## src/rtl/pc_next_unit_pkg.sv

```systemverilog
// rtl/pc_next_unit_pkg.sv - shared constants for the PC / next-PC unit
// Contents: ALU zero comparison codes, branch funct3 codes, FSM state type.
package pc_next_unit_pkg;

    // ALU comparison codes carried on the 2-bit zero bus
    localparam logic [1:0] ZC_EQUAL   = 2'b00;
    localparam logic [1:0] ZC_GREATER = 2'b01;
    localparam logic [1:0] ZC_LESS    = 2'b10;
    localparam logic [1:0] ZC_OTHER   = 2'b11;

    // Branch funct3 encodings
    localparam logic [2:0] F3_BEQ  = 3'b000;
    localparam logic [2:0] F3_BNE  = 3'b001;
    localparam logic [2:0] F3_BLT  = 3'b100;
    localparam logic [2:0] F3_BGE  = 3'b101;
    localparam logic [2:0] F3_BLTU = 3'b110;
    localparam logic [2:0] F3_BGEU = 3'b111;

    typedef enum logic [1:0] {
        ST_BOOT = 2'd0,
        ST_RUN  = 2'd1,
        ST_HALT = 2'd2
    } pc_state_e;

endpackage

```

## src/rtl/pc_next_unit_branch_cond.sv

```systemverilog
// rtl/pc_next_unit_branch_cond.sv - combinational branch taken decision
// Ports:
//   i_is_branch : current instruction is a conditional branch
//   i_funct3    : branch funct3
//   i_zero      : ALU comparison code
//   o_taken     : branch is taken
module branch_cond
    import pc_next_unit_pkg::*;
(
    input  logic       i_is_branch,
    input  logic [2:0] i_funct3,
    input  logic [1:0] i_zero,
    output logic       o_taken
);

    // The ALU compare for BLT/BLTU reports GREATER when rs1 < rs2, and for
    // BGE/BGEU reports EQUAL when rs1 >= rs2. OTHER never takes a branch.
    always_comb begin
        o_taken = 1'b0;
        if (i_is_branch && (i_zero != ZC_OTHER)) begin
            case (i_funct3)
                F3_BEQ, F3_BGE, F3_BGEU: o_taken = (i_zero == ZC_EQUAL);
                F3_BNE:                  o_taken = (i_zero != ZC_EQUAL);
                F3_BLT, F3_BLTU:         o_taken = (i_zero == ZC_GREATER);
                default:                 o_taken = 1'b0;
            endcase
        end
    end

endmodule

```

## src/rtl/pc_next_unit.sv

```systemverilog
// rtl/pc_next_unit.sv - program counter, next-PC select, boot/run/halt FSM
// Ports:
//   i_clk, i_rst_n      : clock, asynchronous active-low reset
//   i_stall, i_halt_req : hold PC this cycle / stop fetching
//   i_is_branch/jal/jalr, i_br_funct3, i_zero, i_alu_result, i_imm : control-flow inputs
//   o_pc, o_pc4         : current PC and its link value
//   o_fetch_valid, o_branch_taken, o_misalign_err, o_halted, o_instret : status
module pc_next_unit
    import pc_next_unit_pkg::*;
#(
    parameter logic [31:0] RESET_VEC = 32'h0000_0000,
    parameter int          CNT_W     = 32
) (
    input  logic             i_clk,
    input  logic             i_rst_n,
    input  logic             i_stall,
    input  logic             i_halt_req,
    input  logic             i_is_branch,
    input  logic             i_is_jal,
    input  logic             i_is_jalr,
    input  logic [2:0]       i_br_funct3,
    input  logic [1:0]       i_zero,
    input  logic [31:0]      i_alu_result,
    input  logic [31:0]      i_imm,
    output logic [31:0]      o_pc,
    output logic [31:0]      o_pc4,
    output logic             o_fetch_valid,
    output logic             o_branch_taken,
    output logic             o_misalign_err,
    output logic             o_halted,
    output logic [CNT_W-1:0] o_instret
);

    pc_state_e         r_state;
    pc_state_e         w_state_nxt;
    logic [31:0]       r_pc;
    logic [CNT_W-1:0]  r_instret;
    logic              r_misalign;
    logic              w_br_taken;
    logic [31:0]       w_npc;
    logic              w_retire;
    logic              w_set_mis;

    branch_cond u_branch_cond (
        .i_is_branch (i_is_branch),
        .i_funct3    (i_br_funct3),
        .i_zero      (i_zero),
        .o_taken     (w_br_taken)
    );

    // JALR clears bit 0 of the target; JAL and taken branches are PC-relative.
    always_comb begin
        if (i_is_jalr)
            w_npc = i_alu_result & ~32'h1;
        else if (i_is_jal || w_br_taken)
            w_npc = r_pc + i_imm;
        else
            w_npc = r_pc + 32'd4;
    end

    always_ff @(posedge i_clk or negedge i_rst_n) begin
        if (!i_rst_n)
            r_state <= ST_BOOT;
        else
            r_state <= w_state_nxt;
    end

    always_comb begin
        w_state_nxt = r_state;
        w_retire    = 1'b0;
        w_set_mis   = 1'b0;
        case (r_state)
            ST_BOOT: w_state_nxt = ST_RUN;
            ST_RUN: begin
                if (i_halt_req) begin
                    w_state_nxt = ST_HALT;
                end else if (i_stall) begin
                    w_state_nxt = ST_RUN;
                end else if (w_npc[1:0] != 2'b00) begin
                    w_state_nxt = ST_HALT;
                    w_set_mis   = 1'b1;
                end else begin
                    w_retire    = 1'b1;
                end
            end
            ST_HALT: w_state_nxt = ST_HALT;
            default: w_state_nxt = ST_BOOT;
        endcase
    end

    always_ff @(posedge i_clk or negedge i_rst_n) begin
        if (!i_rst_n) begin
            r_pc       <= RESET_VEC;
            r_instret  <= '0;
            r_misalign <= 1'b0;
        end else begin
            if (w_retire) begin
                r_pc      <= w_npc;
                r_instret <= r_instret + CNT_W'(1);
            end
            if (w_set_mis)
                r_misalign <= 1'b1;
        end
    end

    assign o_pc           = r_pc;
    assign o_pc4          = r_pc + 32'd4;
    assign o_fetch_valid  = (r_state == ST_RUN);
    assign o_halted       = (r_state == ST_HALT);
    assign o_branch_taken = i_is_jal | i_is_jalr | w_br_taken;
    assign o_misalign_err = r_misalign;
    assign o_instret      = r_instret;

endmodule

```

## config.mk

```make
export PLATFORM = sky130hd
export DESIGN_NAME = pc_next_unit
export DESIGN_NICKNAME = d
export VERILOG_FILES = /design/src/rtl/pc_next_unit_pkg.sv /design/src/rtl/pc_next_unit_branch_cond.sv /design/src/rtl/pc_next_unit.sv
export SDC_FILE = /design/constraint.sdc
export NUM_CORES = 1
export LEC_CHECK = 0
export CORE_ASPECT_RATIO = 0.5
export CORE_MARGIN = 4
export CORE_UTILIZATION = 35
export CTS_BUF_LIST = sky130_fd_sc_hd__clkbuf_8
export DETAILED_ROUTE_END_ITERATION = 8
export PLACE_DENSITY = 0.65
export SYNTH_ARGS = -nofsm -noshare
export SYNTH_HDL_FRONTEND = slang
export SYNTH_SLANG_ARGS = --single-unit
```

## constraint.sdc

```tcl
create_clock -name i_clk -period 2.8 [get_ports i_clk]
set_clock_uncertainty 0.15 [all_clocks]
set_input_delay 0.56 -clock i_clk [delete_from_list [all_inputs] [get_ports i_clk]]
set_output_delay 0.56 -clock i_clk [all_outputs]
set_load 0.02 [all_outputs]
```

== After elaboration in Yosys (flattened, before gate mapping) ==
Cells that the tools add are included.
Word-level totals
  flip-flop bits (word level): 67
  latch bits: 0
  RAM bits: 0
  bits in read-only memories: 0
  input bits: 76
  output and inout port bits: 100
  word-level logic and storage cells: 44
  memories: 0
Operators by class
  $add $sub $neg: 3
  $mul: 0
  divide/modulo/power cells: 0
  $lt $le $gt $ge: 0
  eq/ne operators: 10
  shifts and indexed selects: 0
  muxes and demuxes: 16
  bitwise logic cells: 2
  reductions and logical operators: 9
Operators by type and width (count)
  32-bit 2-to-1 mux: 2
  32-bit by 1-bit adder with 32-bit output, second input constant: 1
  32-bit by 3-bit adder with 32-bit output, second input constant: 1
  32-bit adder: 1
  3-bit equality test, second input constant: 4
  1-bit 2-to-1 mux: 9
  2-bit 2-to-1 mux: 3
  2-bit case mux with 3 select lines: 1
  2-bit by 1-bit equality test with 1-bit output, second input constant: 2
  2-bit logical NOT: 2
  4-bit by 3-bit inequality test with 1-bit output, second input constant: 1
  2-bit nonzero test: 2
  3-bit by 1-bit equality test with 1-bit output, second input constant: 1
  3-bit logical NOT: 1
  1-bit case mux with 3 select lines: 1
  3-bit OR reduction: 1
  2-bit equality test, second input constant: 1
  2-bit inequality test, second input constant: 1
  1-bit OR: 2
  2-bit OR reduction: 1
  1-bit logical AND: 1
  1-bit logical OR: 1

== Logic depth before layout (Yosys ltp) ==
  depth in word-level cells: 12
  depth in mapped cells: 12
  mapped depth without buffers: 11

== Hierarchy ==
From an unflattened synthesis, not the netlist that was laid out.
Unflattened totals
  cells, all modules: 689
  area total of the unflattened synthesis: 5676.7 um^2
Modules (own cells, without submodules)
  pc_next_unit: instances 1, cells each 682, area each 5627.9 um^2, seq. area each 1676.6 um^2
  branch_cond: instances 1, cells each 7, area each 48.8 um^2, seq. area each 0.0 um^2

== Worst setup path before layout ==
OpenSTA, ideal clock, no wires.
  path kind: input-to-reg
  start: input port i_imm[0]
  end: register r_pc[31], in the netlist o_pc[31]
  setup time: 0.087 ns
  arrival: 2.736 ns
  required time: 2.563 ns
  slack: -0.172 ns
  stages on the path: 10
  path buffers: 0
  path through: ha_1 -> inv_1 -> fa_1 -> a21oi_1 -> nor3b_2 -> mux2_4 -> nand2_1 -> or4b_1 -> a221o_1 -> o211ai_1
Between the ends
  cells in the longest elaborated chain, start to end: 8
RTL lines
  start, declared: line pc_next_unit.sv:24  | input logic [31:0] i_imm,
  32-bit adder (*): line pc_next_unit.sv:56  | w_npc = r_pc + i_imm;
  32-bit 2-to-1 mux (*): line pc_next_unit.sv:55  | else if (i_is_jal || w_br_taken)
  32-bit 2-to-1 mux (*): line pc_next_unit.sv:53  | if (i_is_jalr)
  2-bit nonzero test: line pc_next_unit.sv:79  | end else if (w_npc[1:0] != 2'b00) begin
  1-bit 2-to-1 mux: line pc_next_unit.sv:79
  1-bit 2-to-1 mux: line pc_next_unit.sv:77  | end else if (i_stall) begin
  1-bit 2-to-1 mux: line pc_next_unit.sv:75  | if (i_halt_req) begin
  1-bit 2-to-1 mux: line pc_next_unit.sv:72  | case (r_state)
  end signal, assigned: line pc_next_unit.sv:98  | r_pc <= w_npc;
  end, declared: line pc_next_unit.sv:36  | logic [31:0] r_pc;
Mark *: on every way between the ends. The rest lies on a longest branch, timed or not.
A chain may end at the register's enable or synchronous reset.

== Worst setup path after layout ==
  start: input port i_zero[0]
  end: register r_pc[31], in the netlist o_pc[31]
Between the ends
  cells in the longest elaborated chain, start to end: 11
  elaborated cells between the ends (all ways): 15
  classes of those cells: 2 x eq/ne; 8 x mux; 5 x reduce/logical
RTL lines
  start, declared: line pc_next_unit.sv:22  | input logic [1:0] i_zero,
  2-bit by 1-bit equality test with 1-bit output (tied with other cells): line pc_next_unit_branch_cond.sv:24  | F3_BLT, F3_BLTU: o_taken = (i_zero == ZC_GREATER);
  1-bit case mux with 3 select lines / 1-bit logical AND (equally long branches): line pc_next_unit_branch_cond.sv:21, pc_next_unit_branch_cond.sv:20
  1-bit 2-to-1 mux (*): line pc_next_unit_branch_cond.sv:20  | if (i_is_branch && (i_zero != ZC_OTHER)) begin
  1-bit logical OR (*): line pc_next_unit.sv:55
  32-bit 2-to-1 mux (*): line pc_next_unit.sv:55
  32-bit 2-to-1 mux (*): line pc_next_unit.sv:53
  2-bit nonzero test: line pc_next_unit.sv:79
  1-bit 2-to-1 mux: line pc_next_unit.sv:79
  1-bit 2-to-1 mux: line pc_next_unit.sv:77
  1-bit 2-to-1 mux: line pc_next_unit.sv:75
  1-bit 2-to-1 mux: line pc_next_unit.sv:72
Marks and branches as above.

==> summary.md <==
| Metric | Value |
|---|---|
| GRT Util Overall | a little under a quarter |
| Static leakage | 4.69 nW |
| FF-to-FF Start | o_pc[8] |
| TritonCTS clock tree | built |
| Total Wirelength | 23.5 mm |
| Die area | about 19000 um^2 |
| Synth cell count leaders | sky130_fd_sc_hd__nand2_1, sky130_fd_sc_hd__dfrtp_1, sky130_fd_sc_hd__nor2_1 |
| Final hold slack | 0.288 ns |
| Average instance area after synthesis | roughly 8.3 um^2 |
| Power consumption | 9.64 mW |
| Number of max-slew violations in the final report | 0 |
| Max Clock Freq | ~0.35 GHz |
| Category of the worst setup path launch point | input pin |
| Ranking of synthesized cells by area | sky130_fd_sc_hd__dfrtp_1, sky130_fd_sc_hd__xnor2_1, sky130_fd_sc_hd__ha_1, sky130_fd_sc_hd__nand2_1, sky130_fd_sc_hd__a21oi_1 |
| Yosys Warn Count | 0 |
| Clock-pin slew on the worst setup and hold paths | 0.09 ns |
| Critical Path End Type | register |
| Worst hold stages | 1 |
| NumNets Final | 1191 |
| Count of pins on the block boundary | 176 |
| Final Core Density | 66.3% |
| Number of DRC violations after detailed-routing iteration 0 | 547 |
| Maximum Capacitance Violations | 0 |
| Number of placed cells counting well taps | 1238 |
| Area grow syn2layout | 82.3% |
| Share of synthesized flip-flops with an asynchronous set or reset | 100% |
| Buffer depth of the longest clock path | 2 |
| Final min period | approximately 2.9 ns |
| Clock insertion delay at the later pin of the skew report | 0.38 ns |
| Failing checks | setup timing |
| Transition at the pin with the smallest max-transition slack | 0.484 ns |
| Required time of the critical path | ~3.0 ns |
| Detailed-router iteration count before antenna repair | 5 |
| Worst slew slack as a fraction of its limit | about two thirds |
| Worst R2R Path Depth | 9 |
| Final routed wire length divided by cell count | approximately 18 um |
| Number of antenna violations at the first check in global routing | 0 |
| Via count of the first global-routing pass | approximately 7000 |
| H-Tree Depth | 3 |
| Hold path start | r_state[1] |
| Syn_nets | 798 |
| Count of input and output buffers | about 170 |
| Area of placed instances | 9090 um^2 |
| Flops & latches, synth | 67 |
| Number of failing setup endpoints in the final timing report | 10 |
| Setup repair after global routing missed its margin | true |
| Number of instances in the synthesized netlist | 688 |
| Via density | 5.33 |
| Via total after detailed routing | about 7000 |
| Fraction of the yosys area taken by sequential cells | 29.4% |
| Number of enable-type register cells in the synthesized netlist | 0 |
| Cell area after synthesis | 5700 um^2 |
| FP Rows | 32 |
| Areal power density over the cells | 927 nW/um^2 |
| Last weighted congestion value of the routability-driven placer | 0.913 |
| Arrival time at the worst endpoint | 3.04 ns |
| Number of standard cells in the final layout excluding fillers | between 1000 and 1500 |
| Cell type with the highest aggregate area in the netlist | sky130_fd_sc_hd__dfrtp_1 |
| Post-synth top flop | sky130_fd_sc_hd__dfrtp_1 |
| Antenna Diode Count | 0 |
| Endpoints failing hold | 0 |
| Placed wire-length estimate | between 15 and 20 mm |
| Area of the placeable core | approximately 16000 um^2 |
| Residual antenna-violating net count after detailed routing | 0 |
| Outcome | finished with violations |
| CTS root buf | sky130_fd_sc_hd__clkbuf_8 |
| Type of the most critical hold path | reg -> reg |
| Critical Path Start | i_zero[0] |
| Total Neg Setup Slack | -0.432 ns |
| Final non-filler cell area | 10400 um^2 |
| Largest fanout on the critical path | 4 |
| Slack of the critical path | -0.0827 ns |
| Unique cell type count in the Yosys netlist | 74 |
| Clock sinks | 67 |
| Inserted Clock Buffers | 9 |
| Floorplan die height | 98.3 um |
| Proportion of netlist area held by the largest area contributor | 29.4% |
| Remaining DRCs | 0 |
| Crit Path Category | in -> reg |
| Horizontal die dimension | approximately 190 um |
| Period Utilization, post-route | 103% |
| Largest net degree at the start of global routing | 27 |
| Congestion Overflow GR | 0 |
| Post-Place Worst Slack | -0.883 ns |
| Global-route wire length before repair | 36.1 mm |
| Effective utilization at floorplan | 36.3% |
| Most numerous cell in the Yosys netlist | sky130_fd_sc_hd__nand2_1 |
| Worst-case vdd ir drop | 0.000528 V |
| Fraction of layout cells with a size suffix above 1 | 36.6% |
==> repair_timing <==
item                                    4_1_cts  5_1_grt
endpoints found under the hold margin        13        0
gates resized for setup                     215       92
gates cloned                                  0        1
hold buffers                                  1        0
endpoints found under the setup margin       78       56
setup buffers                                37       17
pin swaps                                    49       50
==> state kept, by name (all words and copies together), names as in the netlist <==
| register | cells |
|---|---|
| o_instret | 32 |
| o_misalign_err | 1 |
| r_state | 2 |
| o_pc | 32 |
==> cells in the final DEF, fill, tap and decap left out, types with 5 or more instances in the layout <==
cell	count
sky130_fd_sc_hd__nand4_1	11
sky130_fd_sc_hd__nor2_4	6
sky130_fd_sc_hd__a21o_1	11
sky130_fd_sc_hd__nand2_1	78
sky130_fd_sc_hd__and4_1	6
sky130_fd_sc_hd__o21ai_0	22
sky130_fd_sc_hd__buf_6	24
sky130_fd_sc_hd__a21oi_2	11
sky130_fd_sc_hd__o21a_1	11
sky130_fd_sc_hd__xor2_1	18
sky130_fd_sc_hd__and3_4	6
sky130_fd_sc_hd__nor2_1	49
sky130_fd_sc_hd__o21bai_1	5
sky130_fd_sc_hd__inv_6	5
sky130_fd_sc_hd__a21oi_1	33
sky130_fd_sc_hd__o22ai_1	6
sky130_fd_sc_hd__mux2i_1	9
sky130_fd_sc_hd__clkdlybuf4s50_1	123
sky130_fd_sc_hd__xnor2_1	40
sky130_fd_sc_hd__dfrtp_1	64
sky130_fd_sc_hd__o31ai_1	8
sky130_fd_sc_hd__buf_4	218
sky130_fd_sc_hd__nor3_1	8
sky130_fd_sc_hd__inv_1	20
sky130_fd_sc_hd__xor2_2	5
sky130_fd_sc_hd__ha_1	14
sky130_fd_sc_hd__clkbuf_8	9
sky130_fd_sc_hd__and2_1	7
sky130_fd_sc_hd__or3_1	5
sky130_fd_sc_hd__and3_1	12
sky130_fd_sc_hd__dlygate4sd2_1	23
sky130_fd_sc_hd__nand3_1	32
sky130_fd_sc_hd__ha_4	18
sky130_fd_sc_hd__xnor2_2	11
sky130_fd_sc_hd__buf_2	6
sky130_fd_sc_hd__o211ai_1	9
sky130_fd_sc_hd__o21ai_1	10
sky130_fd_sc_hd__nand3_4	5
==> final cells by class <==
| type | instances | area [um^2] |
|---|---|---|
| inverter | 22 | 82.6 |
| timing repair buffer | 409 | 3570 |
| fill | 1250 | 5300 |
| tap | 221 | 277 |
| clock inverter | 7 | 81.3 |
| clock buffer | 9 | 124 |
| multi-input combinational | 572 | 4580 |
| sequential | 67 | 1680 |
==> power breakdown <==
| group | internal [mW] | switching [mW] |
|---|---|---|
| combinational | 3.70 | 3.57 |
| clock | 0.428 | 0.485 |
| sequential | 1.22 | 0.232 |
| total | 5.35 | 4.29 |
==> routing by layer <==
layer | global-route usage (%) | routed length (um)
met5 | 0 | 0
met3 | 3.64 | 1230
met2 | 40.2 | 11300
met4 | 6.66 | 455
met1 | 32.0 | 10500
==> critical path, cell delays in order <==
cell and delay [ns]:
sky130_fd_sc_hd__dlygate4sd2_1 0.26, sky130_fd_sc_hd__xnor2_1 0.14, sky130_fd_sc_hd__mux2_4 0.29, sky130_fd_sc_hd__a311o_2 0.39
sky130_fd_sc_hd__buf_6 0.16, sky130_fd_sc_hd__mux2_4 0.22, sky130_fd_sc_hd__nand2_2 0.05, sky130_fd_sc_hd__or4b_4 0.54
sky130_fd_sc_hd__a221o_1 0.36, sky130_fd_sc_hd__o211ai_1 0.08
==> logic make-up after synthesis <==
logic type | count (synthesis) | share of synthesized area [%]
XOR/XNOR | 75 | 11.5
multiplexers | 13 | 2.61
adder cells (fa/ha/maj) | 34 | 7.59
AND/OR/NAND/NOR | 272 | 23.7
buffers and inverters | 49 | 3.91
AO/OA/AOI/OAI | 178 | 21.3
flip-flops | 67 | 29.4
==> worst paths after layout <==
check,slack (ns),endpoint
max in group asynchronous,1.38,o_instret[21]
worst min register to register,0.29,r_state[0]
worst max register to register,-0.06,o_pc[29]
worst min-delay path,0.29,r_state[0]
worst max-delay path,-0.08,o_pc[31]
min in group asynchronous,0.52,o_instret[12]
No activity file was read; power rests on OpenSTA's default activity.
